==> src/rtl/alu_nibble_seq.sv <==
// rtl/alu_nibble_seq.sv - nibble-serial wide add/sub/cmp/adc sequencer driving an external 4-bit ALU
module alu_nibble_seq #(
    parameter int NIBBLES = 2,
    localparam int W = 4 * NIBBLES
) (
    input  logic         clk_i,
    input  logic         rst_ni,
    input  logic         start_i,
    input  logic [1:0]   op_i,
    input  logic [W-1:0] a_i,
    input  logic [W-1:0] b_i,
    output logic         busy_o,
    output logic         done_o,
    output logic [W-1:0] result_o,
    output logic         flag_c_o,
    output logic         flag_z_o,
    output logic         flag_n_o,
    output logic         flag_v_o,
    output logic [3:0]   alu_a_o,
    output logic [3:0]   alu_b_o,
    output logic         alu_cin_o,
    output logic [1:0]   alu_op_o,
    output logic         alu_l_o,
    input  logic [3:0]   alu_r_i,
    input  logic         alu_cout_i,
    input  logic         alu_zero_i,
    input  logic         alu_sign_i
);

    localparam int KW = (NIBBLES > 1) ? $clog2(NIBBLES) : 1;
    localparam logic [1:0] OP_ADD = 2'b00;
    localparam logic [1:0] OP_SUB = 2'b01;
    localparam logic [1:0] OP_CMP = 2'b10;
    localparam logic [1:0] OP_ADC = 2'b11;
    localparam logic [KW-1:0] K_LAST = KW'(NIBBLES - 1);

    typedef enum logic [1:0] {
        S_IDLE = 2'b00,
        S_RUN  = 2'b01,
        S_DONE = 2'b10
    } state_t;

    state_t        state_q, state_d;
    logic [W-1:0]  opa_q, opa_d;
    logic [W-1:0]  opb_q, opb_d;
    logic [1:0]    kind_q, kind_d;
    logic [KW-1:0] k_q, k_d;
    logic          cr_q, cr_d;
    logic          za_q, za_d;
    logic [W-1:0]  tmp_q, tmp_d;
    logic [W-1:0]  result_q, result_d;
    logic          flag_c_q, flag_c_d;
    logic          flag_z_q, flag_z_d;
    logic          flag_n_q, flag_n_d;
    logic          flag_v_q, flag_v_d;
    logic [KW+1:0] sel;

    assign sel = {k_q, 2'b00};

    always_comb begin
        state_d   = state_q;
        opa_d     = opa_q;
        opb_d     = opb_q;
        kind_d    = kind_q;
        k_d       = k_q;
        cr_d      = cr_q;
        za_d      = za_q;
        tmp_d     = tmp_q;
        result_d  = result_q;
        flag_c_d  = flag_c_q;
        flag_z_d  = flag_z_q;
        flag_n_d  = flag_n_q;
        flag_v_d  = flag_v_q;
        alu_a_o   = 4'h0;
        alu_b_o   = 4'h0;
        alu_cin_o = 1'b0;

        case (state_q)
            S_IDLE: begin
                if (start_i) begin
                    state_d = S_RUN;
                    opa_d   = a_i;
                    // Subtraction is A + ~B + 1, so the +1 rides in on the initial carry.
                    opb_d   = (op_i == OP_SUB || op_i == OP_CMP) ? ~b_i : b_i;
                    kind_d  = op_i;
                    k_d     = '0;
                    cr_d    = (op_i == OP_ADD) ? 1'b0 :
                              (op_i == OP_ADC) ? flag_c_q : 1'b1;
                    za_d    = 1'b1;
                end
            end
            S_RUN: begin
                alu_a_o          = opa_q[sel +: 4];
                alu_b_o          = opb_q[sel +: 4];
                alu_cin_o        = cr_q;
                tmp_d[sel +: 4]  = alu_r_i;
                cr_d             = alu_cout_i;
                za_d             = za_q & alu_zero_i;
                k_d              = k_q + KW'(1);
                if (k_q == K_LAST) begin
                    state_d  = S_DONE;
                    k_d      = '0;
                    flag_c_d = alu_cout_i;
                    flag_z_d = za_q & alu_zero_i;
                    flag_n_d = alu_sign_i;
                    flag_v_d = (opa_q[W-1] == opb_q[W-1]) & (alu_r_i[3] != opa_q[W-1]);
                    if (kind_q != OP_CMP) begin
                        result_d = tmp_d;
                    end
                end
            end
            S_DONE: begin
                state_d = S_IDLE;
            end
            default: begin
                state_d = S_IDLE;
            end
        endcase
    end

    always_ff @(posedge clk_i or negedge rst_ni) begin
        if (!rst_ni) begin
            state_q  <= S_IDLE;
            opa_q    <= '0;
            opb_q    <= '0;
            kind_q   <= 2'b00;
            k_q      <= '0;
            cr_q     <= 1'b0;
            za_q     <= 1'b0;
            tmp_q    <= '0;
            result_q <= '0;
            flag_c_q <= 1'b0;
            flag_z_q <= 1'b0;
            flag_n_q <= 1'b0;
            flag_v_q <= 1'b0;
        end else begin
            state_q  <= state_d;
            opa_q    <= opa_d;
            opb_q    <= opb_d;
            kind_q   <= kind_d;
            k_q      <= k_d;
            cr_q     <= cr_d;
            za_q     <= za_d;
            tmp_q    <= tmp_d;
            result_q <= result_d;
            flag_c_q <= flag_c_d;
            flag_z_q <= flag_z_d;
            flag_n_q <= flag_n_d;
            flag_v_q <= flag_v_d;
        end
    end

    assign busy_o   = (state_q == S_RUN);
    assign done_o   = (state_q == S_DONE);
    assign result_o = result_q;
    assign flag_c_o = flag_c_q;
    assign flag_z_o = flag_z_q;
    assign flag_n_o = flag_n_q;
    assign flag_v_o = flag_v_q;
    assign alu_op_o = 2'b10;
    assign alu_l_o  = 1'b0;

endmodule

==> config.mk <==
export PLATFORM = sky130hd
export DESIGN_NAME = alu_nibble_seq
export DESIGN_NICKNAME = d
export VERILOG_FILES = /design/src/rtl/alu_nibble_seq.sv
export SDC_FILE = /design/constraint.sdc
export NUM_CORES = 1
export LEC_CHECK = 0
export CAP_MARGIN = 5
export CORE_ASPECT_RATIO = 0.8
export CORE_MARGIN = 5
export CORE_UTILIZATION = 41
export DETAILED_ROUTE_END_ITERATION = 7
export GPL_TIMING_DRIVEN = 0
export MAX_ROUTING_LAYER = met4
export PLACE_DENSITY_LB_ADDON = 0.08
export SLEW_MARGIN = 15
export SYNTH_ARGS = -nofsm -noshare
export SYNTH_HDL_FRONTEND = slang
export SYNTH_SLANG_ARGS = --single-unit
==> constraint.sdc <==
create_clock -name clk_i -period 1.37 [get_ports clk_i]
set_clock_uncertainty 0.1 [all_clocks]
set_input_delay 0.2055 -clock clk_i [delete_from_list [all_inputs] [get_ports clk_i]]
set_output_delay 0.2055 -clock clk_i [all_outputs]
set_load 0.1 [all_outputs]
# Yosys cells after proc, flatten, opt, wreduce, memory -nomap -nowiden
# Index checks and enable logic that the tools add are counted.
# Widths: inputs -> output; s select.
# totals
ff_bits	43
output_inout_bits	26
word_cells	58
in_bits	28
# classes
addsub	2
reduce_logical	9
n_bitwise	3
eq_ne	10
n_mux	17
n_shift	4
# op_table
operator	n
$shiftx 8x4->4	2
$bwmux 8	1
$mux 4	2
$mux 8	1
$not 8->8	1
$reduce_and 2->1	4
$shift 4x5->8 const A	1
$shiftx 4x5->8	1
$mux 1	7
$eq 2x2->1 const B	3
$pmux 1 s2	3
$neg 3->5	1
$eq 2x1->1 const B	2
$logic_not 2->1	2
$mux 2	2
$ne 2x2->1 const B	2
$pmux 2 s2	1
$reduce_and 3->1	1
$and 1x1->1	2
$ne 2x1->1 const B	1
$reduce_bool 2->1	1
$add 1x1->1 const B	1
$eq 1x1->1	1
$logic_or 1x1->1	1
$ne 1x1->1	1

# Longest topological paths before layout
# logic_depth
word_depth	5
mapped_depth	5
depth_no_buf	4

# Least setup slack after synthesis
# No wires, ideal clock.
# synth_timing
path_kind	reg-to-output
startpoint	reg state_q[1]
endpoint	out alu_cin_o
setup_slack_ns	-0.979
path_buffers	0
path_stages_with_launch	4
required_ns	1.065
arrival_time_ns	2.043
path_cell_list	dfrtp_1 > nand2b_1 > inv_1 > and2_1
# synth_between
elab_chain_len	2
# synth_rtl
element	line	rtl
start: declaration	43	state_t state_q, state_d;
start signal: assignment	137	state_q <= state_d;
$eq 2x1->1	n/a	
via busy_o	12	output logic busy_o,
$mux 1	78	case (state_q)
end: declaration	21	output logic alu_cin_o,
# The timed path passes the listed nets, and every way through them passes these cells.

# Worst setup path after layout
# layout_timing
startpoint	reg k_q
endpoint	out alu_b_o[0]
# layout_between
elab_chain_len	2
# layout_rtl
element	line	rtl
start: declaration	47	logic [KW-1:0] k_q, k_d;
start signal: assignment	141	k_q <= k_d;
$shiftx 8x4->4	94	alu_b_o = opb_q[sel +: 4];
$mux 4	78	
end: declaration	20	output logic [3:0] alu_b_o,
# Every way passes these cells.

==> results.toml <==
[run_status]
run_status = "complete, but fails checks"
violations = "negative setup slack"

[place]
numPortBuffers = 50
gp_congestion = 0.7084
dpl.hpwl_mm = 2.956

[logic_synthesis]
yosys_warnings = 0
yosysMostFrequentCell = "dfrtp_1"
synth_cell_types = 26
synth_top_area_share_pct = 55.79
synth_top_cell_by_area = "dfrtp_1"
ys_top_cells_by_area = "dfrtp_1, mux2_2, nand2_1, mux2i_1, xnor2_1"
synth_edf_count = 0
netlist_top_cells_count = "dfrtp_1, nand2_1, mux2_2"
avgSynthCellArea_um2 = 10.60
synth_area_mm2 = 0.001749
synth-main-ff-cell = "dfrtp_1"
netlist_instances = 165
synth_seq_cells = 39
synthArstFlopShare_pct = 100.0
ys_seq_area_share_pct = 55.79

[die]
pin_count = 54
die-height_um = 68.42
die_area_mm2 = 0.005681
coreArea_mm2 = 0.004151
dieWidth_um = 83.03
fp-row-count = 21
initial_core_util_pct = 42.13

[flow_run]
drv_cap = 0

[clocking]
clockBufferDepth = 2
cts_sinks = 39
htree_levels = 2
clkTransAtPathRegs_ns = 0.08
cts_buffers = 5
cts_root_buffer = "clkbuf_8"
clock_latency_ns = 0.30
cts_tree = "done"

[route]
drc = 0
avgRoutedWirePerCell_um = 16.16
routed_wl_mm = 4.849
via_count = 1442
drt-initial-drc-count = 53
first_pass_iters = 5
via_per_inst = 4.807
detail-route-antenna-nets = 0

[cells_and_area]
drive_above_1_share_pct = 53.50
fin_nets = 272
syn_to_final_growth_pct = 83.19
diodes = 0
final_util_pct = 77.19

[sta]
setup_slack_ns = -0.3627
post-route-period-util_pct = 126.5
drv_slew = 0
final-hold-violation-count = 0
layout_min_cycle_time_ns = 1.733
final-setup-viol-count = 48
rsz0062_at_grt = "true"
max_freq_ghz = 0.5771

[grt]
overflow = 0
antenna_found_initial = 0
grt_max_degree = 29
grtUsageTotal_pct = 16.74
grt_pass1_vias = 1482
grt_pass1_wl_mm = 7.155

[setup_path]
regToRegStartpoint = "k_q$_DFFE_PN0P_"
end_kind = "output port"
r2r_slack_ns = -0.29
ff2ff_path_depth = 6
crit_arrival_ns = 1.43
cp.required_ns = 1.06
worst-path-max-fanout = 4
reg2reg_to = "result_o[7]$_DFFE_PN0P_"
critPathKind = "register to output port"
start_kind = "register"

[min_path]
hold_path_class = "input pin to asynchronous set/reset pin"
## per-stage QoR
stage / hold slack, ns / cells / setup slack (ns) / TNS, ns / area, um2
2_1_floorplan: -0.1901 / 166 / -0.3150 / -3.478 / 1892
3_3_place_gp: 0.3536 / 273 / -1.050 / -60.70 / 2464
3_5_place_dp: 0.01093 / 274 / -0.9420 / -25.94 / 2479
4_1_cts: 0.2244 / 288 / -0.3300 / -6.446 / 2821
5_1_grt: 0.2600 / 300 / -0.4122 / -13.36 / 3204
6_report: 0.2248 / 300 / -0.3627 / -11.66 / 3204
## sequential cells by signal (all words and copies together), names as in the netlist
signal,cells
za_q,1
k_q,1
cr_q,1
flag_c_o,1
kind_q,2
result_o,8
flag_z_o,1
tmp_q,4
flag_v_o,1
opa_q,8
opb_q,8
state_q,2
flag_n_o,1
## cells by family (layout without fill, tap and decap cells)
kind of cell	count (synthesis)	in the layout	synth area share, %
simple gates	58	58	14.09
fa+ha+maj	2	2	1.430
compound gates	18	18	6.223
flops	39	39	55.79
buf+inv	16	93	4.435
xor+xnor	8	8	4.006
mux	22	22	13.59
other cells	2	3	0.4293
## area by class of cell
type | count | area (um2)
Timing Repair Buffer | 70 | 834.6
Tap cell | 57 | 71.32
Inverter | 5 | 22.52
Buffer | 10 | 131.4
Clock inverter | 2 | 35.03
Multi-Input combinational cell | 111 | 1047
Fill cell | 259 | 947.2
Clock buffer | 6 | 82.58
Sequential cell | 39 | 979.7
## routing by layer
layer  wire length, um  vias to the layer above  track usage [%]
li1                  -                      687                -
met1              2088                      712            20.12
met2              2490                       37            27.80
met3               240                        6            4.452
met4                29                        0            5.918
met5                 0                        -                -
## worst max path at each step
| stage | start | to | slack, ns | cells after the start |
|---|---|---|---|---|
| after floorplan | state_q[0]$_DFFE_PN0P_ | alu_cin_o | -0.31 | 3 |
| after global placement | rst_ni | flag_c_o$_DFFE_PN0P_ | -1.05 | 1 |
| after detailed placement | k_q$_DFFE_PN0P_ | alu_a_o[2] | -0.94 | 4 |
| after CTS | k_q$_DFFE_PN0P_ | alu_a_o[2] | -0.33 | 4 |
| after global routing | k_q$_DFFE_PN0P_ | alu_b_o[0] | -0.41 | 4 |
| final | k_q$_DFFE_PN0P_ | alu_b_o[0] | -0.36 | 4 |
## cells in the final DEF, fill, tap and decap left out, types with 2 or more instances in the layout
cell / instances
buf_2: 2
mux2i_4: 8
clkbuf_8: 6
dfrtp_1: 36
nand2_2: 13
buf_6: 6
xnor2_1: 8
conb_1: 3
clkdlybuf4s50_1: 26
buf_12: 15
nand2_4: 5
buf_8: 3
o21ai_1: 4
dfrtp_2: 3
buf_4: 23
nor2_4: 9
o21ai_0: 3
inv_1: 4
clkbuf_16: 4
o21ai_2: 7
mux2_4: 13
nand2_1: 20
## critical path, cell delays in order, from the launching register on
cell,delay [ns]
dfrtp_2,0.46
clkbuf_16,0.18
mux2i_4,0.19
nor2_4,0.11
buf_12,0.18
## repair_timing
| item | in CTS | in global routing |
|---|---|---|
| gates cloned | 1 | 3 |
| hold endpoints to repair | 33 | 0 |
| endpoints found under the setup margin | 58 | 49 |
| pin swaps | 1 | 14 |
| gates resized for setup | 191 | 61 |
| buffers inserted | 5 | 9 |
| hold buffers | 1 | 0 |
Power is left out: the tool's default activity adds up to more than one toggle a clock period on the data nets, which glitch-free logic cannot reach.
